File: src/rtl/vector_alu_pipe_if.sv
// Beat-in / result-out handshake bundle for vector_alu_pipe.
// master = producer/consumer side (testbench), slave = the ALU pipeline.
interface vector_alu_pipe_if #(
    parameter int WIDTH   = 4,
    parameter int N_LANES = 4
);
    logic                         in_valid;
    logic                         in_ready;
    logic [WIDTH*N_LANES-1:0]     a;
    logic [WIDTH*N_LANES-1:0]     b;
    logic [2:0]                   select;
    logic [N_LANES-1:0]           lane_en;
    logic                         acc_clr;
    logic                         out_valid;
    logic                         out_ready;
    logic [2*WIDTH*N_LANES-1:0]   data_out;
    logic [N_LANES-1:0]           carry_out;
    logic [N_LANES-1:0]           a_greater;
    logic [N_LANES-1:0]           a_equal;
    logic [N_LANES-1:0]           a_less;
    logic [N_LANES-1:0]           inf;

    modport master (
        output in_valid, a, b, select, lane_en, acc_clr, out_ready,
        input  in_ready, out_valid, data_out, carry_out, a_greater, a_equal, a_less, inf
    );

    modport slave (
        input  in_valid, a, b, select, lane_en, acc_clr, out_ready,
        output in_ready, out_valid, data_out, carry_out, a_greater, a_equal, a_less, inf
    );
endinterface

File: src/rtl/vector_alu_pipe.sv
// Two-stage N_LANES x WIDTH vector ALU with per-lane MAC accumulators and full-pipe stall.
// Define VALU_MAC_SAT_EN to saturate MAC overflow instead of wrapping.
module valu_lane #(
    parameter int WIDTH = 4
) (
    input  logic [WIDTH-1:0]   a,
    input  logic [WIDTH-1:0]   b,
    input  logic [2:0]         sel,
    input  logic               en,
    input  logic               clr,
    input  logic [2*WIDTH-1:0] acc,
    output logic [2*WIDTH-1:0] data,
    output logic               carry,
    output logic               gt,
    output logic               eq,
    output logic               lt,
    output logic               inf,
    output logic               acc_we,
    output logic [2*WIDTH-1:0] acc_nxt
);
    localparam int W2 = 2 * WIDTH;
    localparam logic [2:0] OP_ADD = 3'b000, OP_SUB = 3'b001, OP_MUL = 3'b010, OP_AND = 3'b011,
                           OP_OR  = 3'b100, OP_XOR = 3'b101, OP_CMP = 3'b110, OP_MAC = 3'b111;

    logic [WIDTH:0]   sum;
    logic [WIDTH-1:0] diff;
    logic [W2-1:0]    prod, base, mac_res;
    logic [W2:0]      mac_sum;

    assign sum     = {1'b0, a} + {1'b0, b};
    assign diff    = a - b;
    assign prod    = {{WIDTH{1'b0}}, a} * {{WIDTH{1'b0}}, b};
    assign base    = clr ? '0 : acc;
    assign mac_sum = {1'b0, base} + {1'b0, prod};
`ifdef VALU_MAC_SAT_EN
    assign mac_res = mac_sum[W2] ? {W2{1'b1}} : mac_sum[W2-1:0];
`else
    assign mac_res = mac_sum[W2-1:0];
`endif

    always_comb begin
        data    = '0;
        carry   = 1'b0;
        gt      = 1'b0;
        eq      = 1'b0;
        lt      = 1'b0;
        inf     = 1'b0;
        acc_we  = 1'b0;
        acc_nxt = '0;
        if (en) begin
            gt = a > b;
            eq = a == b;
            lt = a < b;
            case (sel)
                OP_ADD: begin data = {{(WIDTH-1){1'b0}}, sum}; carry = sum[WIDTH]; end
                OP_SUB: begin data = {{WIDTH{1'b0}}, diff};    carry = a < b;      end
                OP_MUL: data = prod;
                OP_AND: data = {{WIDTH{1'b0}}, a & b};
                OP_OR:  data = {{WIDTH{1'b0}}, a | b};
                OP_XOR: data = {{WIDTH{1'b0}}, a ^ b};
                OP_CMP: data = '0;
                OP_MAC: begin data = mac_res; inf = mac_sum[W2]; end
                default: data = '0;
            endcase
            // A non-MAC beat with acc_clr still zeroes the accumulator.
            acc_we  = (sel == OP_MAC) || clr;
            acc_nxt = (sel == OP_MAC) ? mac_res : '0;
        end
    end
endmodule

module vector_alu_pipe #(
    parameter int WIDTH   = 4,
    parameter int N_LANES = 4
) (
    input  logic              clk,
    input  logic              arst,
    vector_alu_pipe_if.slave  bus
);
    localparam int STAGES = 2;

    logic [STAGES:1]                       vld_pipe_q, vld_pipe_d;
    logic [N_LANES-1:0][WIDTH-1:0]         a_q, a_d, b_q, b_d;
    logic [2:0]                            sel_q, sel_d;
    logic [N_LANES-1:0]                    en_q, en_d;
    logic                                  clr_q, clr_d;
    logic [N_LANES-1:0][2*WIDTH-1:0]       data_q, data_d, acc_q, acc_d;
    logic [N_LANES-1:0]                    carry_q, carry_d, gt_q, gt_d, eq_q, eq_d;
    logic [N_LANES-1:0]                    lt_q, lt_d, inf_q, inf_d;

    logic [N_LANES-1:0][2*WIDTH-1:0]       l_data, l_acc_nxt;
    logic [N_LANES-1:0]                    l_carry, l_gt, l_eq, l_lt, l_inf, l_acc_we;
    logic                                  stall;

    assign stall        = vld_pipe_q[STAGES] && !bus.out_ready;
    assign bus.in_ready = !stall;

    for (genvar i = 0; i < N_LANES; i++) begin : g_lane
        valu_lane #(.WIDTH(WIDTH)) u_lane (
            .a       (a_q[i]),
            .b       (b_q[i]),
            .sel     (sel_q),
            .en      (en_q[i]),
            .clr     (clr_q),
            .acc     (acc_q[i]),
            .data    (l_data[i]),
            .carry   (l_carry[i]),
            .gt      (l_gt[i]),
            .eq      (l_eq[i]),
            .lt      (l_lt[i]),
            .inf     (l_inf[i]),
            .acc_we  (l_acc_we[i]),
            .acc_nxt (l_acc_nxt[i])
        );
    end

    always_comb begin
        vld_pipe_d = vld_pipe_q;
        a_d     = a_q;
        b_d     = b_q;
        sel_d   = sel_q;
        en_d    = en_q;
        clr_d   = clr_q;
        data_d  = data_q;
        carry_d = carry_q;
        gt_d    = gt_q;
        eq_d    = eq_q;
        lt_d    = lt_q;
        inf_d   = inf_q;
        acc_d   = acc_q;
        if (!stall) begin
            vld_pipe_d = {vld_pipe_q[STAGES-1:1], bus.in_valid};
            if (bus.in_valid) begin
                a_d   = bus.a;
                b_d   = bus.b;
                sel_d = bus.select;
                en_d  = bus.lane_en;
                clr_d = bus.acc_clr;
            end
            // Stage-2 load: the single point where a beat commits to the accumulators.
            if (vld_pipe_q[1]) begin
                data_d  = l_data;
                carry_d = l_carry;
                gt_d    = l_gt;
                eq_d    = l_eq;
                lt_d    = l_lt;
                inf_d   = l_inf;
                for (int i = 0; i < N_LANES; i++)
                    if (l_acc_we[i]) acc_d[i] = l_acc_nxt[i];
            end
        end
    end

    always_ff @(posedge clk or negedge arst) begin
        if (!arst) begin
            vld_pipe_q <= '0;
            a_q        <= '0;
            b_q        <= '0;
            sel_q      <= '0;
            en_q       <= '0;
            clr_q      <= 1'b0;
            data_q     <= '0;
            carry_q    <= '0;
            gt_q       <= '0;
            eq_q       <= '0;
            lt_q       <= '0;
            inf_q      <= '0;
            acc_q      <= '0;
        end else begin
            vld_pipe_q <= vld_pipe_d;
            a_q        <= a_d;
            b_q        <= b_d;
            sel_q      <= sel_d;
            en_q       <= en_d;
            clr_q      <= clr_d;
            data_q     <= data_d;
            carry_q    <= carry_d;
            gt_q       <= gt_d;
            eq_q       <= eq_d;
            lt_q       <= lt_d;
            inf_q      <= inf_d;
            acc_q      <= acc_d;
        end
    end

    assign bus.out_valid = vld_pipe_q[STAGES];
    assign bus.data_out  = data_q;
    assign bus.carry_out = carry_q;
    assign bus.a_greater = gt_q;
    assign bus.a_equal   = eq_q;
    assign bus.a_less    = lt_q;
    assign bus.inf       = inf_q;
endmodule

File: src/flat_wrapper.sv
// flat-port wrapper written by rule: the top's interface ports become plain ports
module vector_alu_pipe_flat 
#(
    parameter int WIDTH   = 4,
    parameter int N_LANES = 4
)
  (clk, arst, bus_in_valid, bus_a, bus_b, bus_select, bus_lane_en, bus_acc_clr, bus_out_ready, bus_in_ready, bus_out_valid, bus_data_out, bus_carry_out, bus_a_greater, bus_a_equal, bus_a_less, bus_inf);
  vector_alu_pipe_if #(.WIDTH(WIDTH), .N_LANES(N_LANES)) bus_i ();
  input  logic clk;
  input  logic arst;
  input wire logic [$bits(bus_i.in_valid)-1:0] bus_in_valid;
  input wire logic [$bits(bus_i.a)-1:0] bus_a;
  input wire logic [$bits(bus_i.b)-1:0] bus_b;
  input wire logic [$bits(bus_i.select)-1:0] bus_select;
  input wire logic [$bits(bus_i.lane_en)-1:0] bus_lane_en;
  input wire logic [$bits(bus_i.acc_clr)-1:0] bus_acc_clr;
  input wire logic [$bits(bus_i.out_ready)-1:0] bus_out_ready;
  output wire logic [$bits(bus_i.in_ready)-1:0] bus_in_ready;
  output wire logic [$bits(bus_i.out_valid)-1:0] bus_out_valid;
  output wire logic [$bits(bus_i.data_out)-1:0] bus_data_out;
  output wire logic [$bits(bus_i.carry_out)-1:0] bus_carry_out;
  output wire logic [$bits(bus_i.a_greater)-1:0] bus_a_greater;
  output wire logic [$bits(bus_i.a_equal)-1:0] bus_a_equal;
  output wire logic [$bits(bus_i.a_less)-1:0] bus_a_less;
  output wire logic [$bits(bus_i.inf)-1:0] bus_inf;
  assign bus_i.in_valid = bus_in_valid;
  assign bus_i.a = bus_a;
  assign bus_i.b = bus_b;
  assign bus_i.select = bus_select;
  assign bus_i.lane_en = bus_lane_en;
  assign bus_i.acc_clr = bus_acc_clr;
  assign bus_i.out_ready = bus_out_ready;
  assign bus_in_ready = bus_i.in_ready;
  assign bus_out_valid = bus_i.out_valid;
  assign bus_data_out = bus_i.data_out;
  assign bus_carry_out = bus_i.carry_out;
  assign bus_a_greater = bus_i.a_greater;
  assign bus_a_equal = bus_i.a_equal;
  assign bus_a_less = bus_i.a_less;
  assign bus_inf = bus_i.inf;
  vector_alu_pipe #(.WIDTH(WIDTH), .N_LANES(N_LANES)) u_core (.clk(clk), .arst(arst), .bus(bus_i));
endmodule
File: config.mk
export PLATFORM = sky130hd
export DESIGN_NAME = vector_alu_pipe_flat
export DESIGN_NICKNAME = d
export VERILOG_FILES = /design/src/rtl/vector_alu_pipe_if.sv /design/src/rtl/vector_alu_pipe.sv /design/src/flat_wrapper.sv
export SDC_FILE = /design/constraint.sdc
export NUM_CORES = 1
export LEC_CHECK = 0
export ABC_CLOCK_PERIOD_IN_PS = 8000
export CORE_UTILIZATION = 64
export DETAILED_ROUTE_END_ITERATION = 7
export PLACE_DENSITY_LB_ADDON = 0.15
export REMOVE_ABC_BUFFERS = 1
export SLEW_MARGIN = 20
export SYNTH_ARGS = -nofsm -noshare
export SYNTH_HDL_FRONTEND = slang
export SYNTH_SLANG_ARGS = --single-unit
File: constraint.sdc
create_clock -name clk -period 8 [get_ports clk]
set_clock_uncertainty 0.2 [all_clocks]
set_input_delay 1.6 -clock clk [delete_from_list [all_inputs] [get_ports clk]]
set_output_delay 1.6 -clock clk [all_outputs]
set_load 0.02 [all_outputs]
== Word level (Yosys, flattened, before mapping) ==
Cells that the tools add are included.
W data, S select, Z words.

* Register bits after elaboration: 126
* Bits of input ports: 44
* Output and inout bits: 54
* Logic and storage cells: 136

* Add/subtract/negate cells: 12
* $mul: 4
* Order comparisons: 8
* Equal/unequal tests: 11
* Muxes and demuxes: 52
* Bitwise operators: 13
* Reductions and logical operators: 11

{| class="wikitable"
|+ Operators with widths
! operator !! count
|-
| $pmux W8 S8 || 4
|-
| $mux W8 || 16
|-
| $add A8 B8 Y9 || 4
|-
| $mul A4 B4 Y8 || 4
|-
| $mux W1 || 28
|-
| $add A4 B4 Y5 || 4
|-
| $and A4 B4 Y4 || 4
|-
| $eq A4 B4 Y1 || 4
|-
| $gt A4 B4 Y1 || 4
|-
| $lt A4 B4 Y1 || 4
|-
| $or A4 B4 Y4 || 4
|-
| $sub A4 B4 Y4 || 4
|-
| $xor A4 B4 Y4 || 4
|-
| $eq A3 B3 Y1 const B || 4
|-
| $reduce_and A3 Y1 || 4
|-
| $pmux W1 S2 || 4
|-
| $eq A3 B2 Y1 const B || 2
|-
| $reduce_and A2 Y1 || 2
|-
| $eq A3 B1 Y1 const B || 1
|-
| $logic_not A3 Y1 || 1
|-
| $logic_not A1 Y1 || 2
|-
| $logic_and A1 B1 Y1 || 1
|-
| $logic_or A1 B1 Y1 || 1
|-
| $not A1 Y1 || 1
|}

== Logic depth before layout (Yosys ltp) ==
* Word-level depth: 4
* Depth in mapped cells: 17
* Gate-level depth less buffers: 17

== Modules after synthesis ==
From an unflattened synthesis, not the netlist that was laid out.

* Cells, all modules: 1,144
* Area, all modules: 11,056.9 µm²

{| class="wikitable"
|+ Modules (own cells, without submodules)
! module !! times used !! cells each !! area an instance (µm²) !! seq. area each (µm²)
|-
| vector_alu_pipe || 1 || 274 || 4,901.0 || 3,153.0
|-
| valu_lane (u_core.g_lane[1].u_lane) || 1 || 217 || 1,551.5 || 0.0
|-
| valu_lane (u_core.g_lane[0].u_lane) || 1 || 216 || 1,542.7 || 0.0
|-
| valu_lane (u_core.g_lane[2].u_lane) || 1 || 221 || 1,542.7 || 0.0
|-
| valu_lane (u_core.g_lane[3].u_lane) || 1 || 216 || 1,519.0 || 0.0
|}

== Worst setup path after synthesis ==
OpenSTA, ideal clock, no wires.

* Kind: reg2reg
* Start: register u_core.a_q[5] (netlist name)
* End: register u_core.data_q (netlist bit u_core.bus.data_out[14])
* Setup time: 0.066 ns
* Arrival: 3.752 ns
* Data required time: 7.734 ns
* Slack: 3.981 ns
* Cell stages (with the launch flop): 15
* Buffers on the path: 0
* Clock period less this slack: 4.019 ns
* Cell sequence: dfrtp_1 -> nand2_1 -> fa_1 -> inv_1 -> fa_1 -> fa_1 -> a21o_1 -> a21oi_1 -> xnor2_1 -> ha_1 -> or3b_2 -> a31oi_1 -> a211oi_1 -> nor2_1 -> a221o_1

* Longest elaborated chain between the ends: 4

{| class="wikitable"
|+ RTL lines
! what !! RTL line !! text
|-
| start, declared || vector_alu_pipe.sv:83 || <nowiki>logic [N_LANES-1:0][WIDTH-1:0] a_q, a_d, b_q, b_d;</nowiki>
|-
| start signal, assigned || vector_alu_pipe.sv:157 || <nowiki>a_q <= '0;</nowiki>
|-
| start signal, assigned || vector_alu_pipe.sv:171 || <nowiki>a_q <= a_d;</nowiki>
|-
| $mul A4 B4 Y8 * || vector_alu_pipe.sv:32 || <nowiki>assign prod = {{WIDTH{1'b0}}, a} * {{WIDTH{1'b0}}, b};</nowiki>
|-
| $add A8 B8 Y9 || vector_alu_pipe.sv:34 || <nowiki>assign mac_sum = {1'b0, base} + {1'b0, prod};</nowiki>
|-
| $pmux W8 S8 * || vector_alu_pipe.sv:54 || <nowiki>case (sel)</nowiki>
|-
| $mux W8 * || vector_alu_pipe.sv:50 || <nowiki>if (en) begin</nowiki>
|-
| end signal, assigned || vector_alu_pipe.sv:176 || <nowiki>data_q <= data_d;</nowiki>
|-
| end, declared || vector_alu_pipe.sv:87 || <nowiki>logic [N_LANES-1:0][2*WIDTH-1:0] data_q, data_d, acc_q, acc_d;</nowiki>
|}

Mark *: on every way between the ends. The rest lies on a longest branch, timed or not.
A chain may end at the register's enable or synchronous reset.

== Final worst setup path ==
* Start: input port bus_out_ready
* End: output port bus_in_ready

* Longest elaborated chain between the ends: 3

{| class="wikitable"
|+ RTL lines
! what !! RTL line !! text
|-
| start, declared || flat_wrapper.sv:17 || <nowiki>input wire logic [$bits(bus_i.out_ready)-1:0] bus_out_ready;</nowiki>
|-
| $logic_not A1 Y1 || vector_alu_pipe.sv:95 || <nowiki>assign stall = vld_pipe_q[STAGES] && !bus.out_ready;</nowiki>
|-
| $logic_and A1 B1 Y1 || vector_alu_pipe.sv:95 ||
|-
| $logic_not A1 Y1 || vector_alu_pipe.sv:96 || <nowiki>assign bus.in_ready = !stall;</nowiki>
|-
| end, declared || flat_wrapper.sv:18 || <nowiki>output wire logic [$bits(bus_i.in_ready)-1:0] bus_in_ready;</nowiki>
|}

Every way passes these cells.

==> metrics.yaml <==
status:
  status: "finished, final reports clean"
setup_path:
  critical_path_required_ns: 6.20
  arrival_ns: 3.18
  crit_path_top_delay_cell: "clkdlybuf4s50_1"
  crit_type: "input pin to primary output"
  crit_family: "buffers and inverters"
  crit_top_cell: "clkdlybuf4s50_1"
  cp_max_fo: 11
  cp-start-kind: "input pin"
  endpoint_kind: "primary output"
  max_stage_delay_ns: 0.70
  crit_chain: "clkdlybuf4s50_1 > nand2b_1 > clkdlybuf4s50_1"
  crit_buf_inv: 2
sta:
  layout_min_cycle_time_ns: 4.98
  min_period_over_period_pct: 62.2
  drv_slew: 0
  fin_hold_ws_ns: 0.265
  setup_viol_count_final: 0
  slew_headroom_pct: 24.8
  worst_slack_ns: 3.02
  finalHoldViolCount: 0
  rsz0062_at_grt: "false"
  worst_slew_pin_slew_ns: 1.12
  fmax_ghz: 0.201
  fin_setup_tns_ns: 0
floorplan:
  core.rowCount: 46
  die-area_um2: 16800
  io-pin-count: 98
  die_w_um: 130
  core-area_um2: 15900
  start_util_pct: 65.6
  chipHeight_um: 130
power:
  power_density_nw_per_um2: 305
  p_leak_nw: 5.74
  p_sw_w: 0.00157
  p_int_w: 0.00214
  switching_share_pct: 42.3
  totalPowerFinal_w: 0.00370
  pwr-share-comb_pct: 52.9
  p_seq_share_pct: 24.8
  power.share.clock_pct: 22.4
  peakVddDrop_uv: 211
grt:
  grtUsageTotal_pct: 34.7
  grt_max_degree: 77
  antenna_found_initial: 0
  grt_pass1_vias: 8818
  grt_pass1_wl_um: 45100
  grt_remaining_overflow: 0
final_layout:
  regArea_um2: 3150
  layout-area-overhead-vs-synth_pct: 16.1
  antenna_cells: 0
  fin_nets: 1394
  multiInputGateArea_um2: 6760
  n_fill_cell: 1155
  drive_gt1_share_pct: 8.86
synth:
  ys_seq_area_share_pct: 30.2
  syn-cell-area_um2: 10500
  syn-mean-instance-area_um2: 9.29
  yosysUniqueCellTypes: 67
  synthFlopType: "dfrtp_1"
  synth_edf_count: 0
  yosys_warnings: 0
  syn_inst: 1125
  ys_async_sr_fraction_pct: 100
  ys_seq_elements: 126
clock_tree:
  cts_root_buffer: "clkbuf_16"
  cts_tree: "done"
  clk_path_buf_depth: 2
  cts_buffers: 17
  ctsHtreeMaxLevel: 4
  cts_hold_buf: 0
  clkLatencyLatePin_ns: 0.43
  cts_num_sinks: 126
  clkTransAtPathRegs_ns: 0.06
  cts_resized: 0
  post_cts_buffers: 0
drt:
  drt_iter0_drc: 892
  viasPerCell: 6.39
  drtPass1Iterations: 7
  routed_wl_um: 28000
  drcViolationCount: 0
  dr_total_vias: 9093
  avgRoutedWirePerCell_um: 19.7
  drtAntennaViolNets: 0
place:
  place_ws_ns: 3.08
  port-buffer-count: 97
  dp_hpwl_um: 19700
  gp_congestion: 0.928
worst_hold_path:
  hp-class: "flip-flop to flip-flop"
run:
  cap_viol_max_count: 0
==> power groups by stage <==
stage | sequential (W) | combinational (W) | clock [W]
after floorplan | 0.000985 | 0.00127 | 0
after global placement | 0.000918 | 0.00185 | 0
after detailed placement | 0.000921 | 0.00190 | 0
after CTS | 0.000914 | 0.00193 | 0.000832
after global routing | 0.000933 | 0.00215 | 0.000860
final | 0.000917 | 0.00196 | 0.000828
==> metrics by stage <==
| step | std cells | utilization, % | cell area, um^2 |
|---|---|---|---|
| 2_1_floorplan | 1072 | - | 10200 |
| 3_3_place_gp | 1391 | 72.2 | 11500 |
| 3_5_place_dp | 1391 | 72.2 | 11500 |
| 4_1_cts | 1423 | 76.1 | 12100 |
| 5_1_grt | 1423 | 76.1 | 12100 |
| 6_report | 1423 | 76.1 | 12100 |
==> tightest hold or removal path: stages, from the launching register on <==
cell	delay, ns
dfrtp_1	0.34
nand2_1	0.05
nand2_1	0.05
==> layout make-up <==
class,count,area share (%)
tap,216,2.23
sequential,126,26.0
inverter,83,2.57
multi-input combinational,863,55.7
clock buffer,20,3.85
timing repair buffer,103,8.38
clock inverter,12,1.33
==> registers in the layout (all words and copies together), names as in the netlist <==
| name | flops |
|---|---|
| u_core.a_q | 16 |
| u_core.acc_q | 32 |
| u_core.b_q | 16 |
| u_core.bus.a_equal | 4 |
| u_core.bus.a_greater | 4 |
| u_core.bus.a_less | 4 |
| u_core.bus.carry_out | 4 |
| u_core.bus.data_out | 32 |
| u_core.bus.inf | 4 |
| u_core.clr_q | 1 |
| u_core.en_q | 4 |
| u_core.sel_q | 3 |
| u_core.vld_pipe_q | 2 |
==> logic make-up after synthesis <==
group | share of synthesized area [%]
AND/OR/NAND/NOR | 15.4
AO/OA/AOI/OAI | 19.0
adder cells (fa/ha/maj) | 20.7
buffers and inverters | 5.27
flip-flops | 30.2
multiplexers | 6.85
XOR/XNOR | 2.60
==> synthesized netlist by cell type, drive strengths merged (5+ instances only) <==
master,count,area share [%]
a211o,7,0.59
a211oi,18,1.3
a21o,24,1.7
a21oi,60,2.9
a22o,18,1.5
a22oi,9,0.65
and2,7,0.42
buf,28,1.4
clkbuf,25,0.90
dfrtp,126,30
fa,28,5.4
ha,128,15
inv,83,3.0
mux2,50,5.4
mux2i,13,1.2
nand2,80,2.9
nand2b,22,1.3
nand3,27,1.4
nand4,7,0.42
nor2,79,2.9
nor2b,45,2.7
nor3,16,0.77
nor3b,5,0.47
nor4,5,0.30
o211ai,10,0.72
o21a,11,0.79
o21ai,56,2.7
o21bai,5,0.36
o22ai,11,0.66
o31ai,27,1.9
or2,5,0.30
xnor2,13,1.1
xor2,18,1.5
==> final timing paths <==
check	start	end	slack, ns	cells past startpoint
setup reg to reg	u_core.a_q[5]	u_core.bus.data_out[14]	3.45	14
setup / recovery	bus_out_ready	bus_in_ready	3.02	3
hold reg to reg	u_core.bus.a_equal[1]	u_core.bus.a_equal[1]	0.26	2
max in group asynchronous	arst	u_core.acc_q[27]	5.42	2
hold / removal	u_core.bus.a_equal[1]	u_core.bus.a_equal[1]	0.26	2
min in group asynchronous	arst	u_core.a_q[0]	0.99	1
==> routing by layer <==
metal | global-route usage [%] | part of all wire [%]
met5 | 0 | 0
met4 | 12.9 | 2.7
met3 | 7.05 | 8.0
met2 | 56.1 | 47
met1 | 46.3 | 43
==> cells in the final DEF (no fill, tap or decap), drive strengths merged, types with 22 or more instances in the layout <==
cell type | synthesis | routed
nand2 | 80 | 80
mux2 | 50 | 50
clkdlybuf4s50 | 0 | 96
dfrtp | 126 | 126
nor2b | 45 | 45
a21o | 24 | 24
nor2 | 79 | 79
nand2b | 22 | 22
ha | 128 | 128
a21oi | 60 | 60
inv | 83 | 83
o31ai | 27 | 27
nand3 | 27 | 27
fa | 28 | 28
o21ai | 56 | 56
Note: power is estimated with default switching activity, not from simulation.
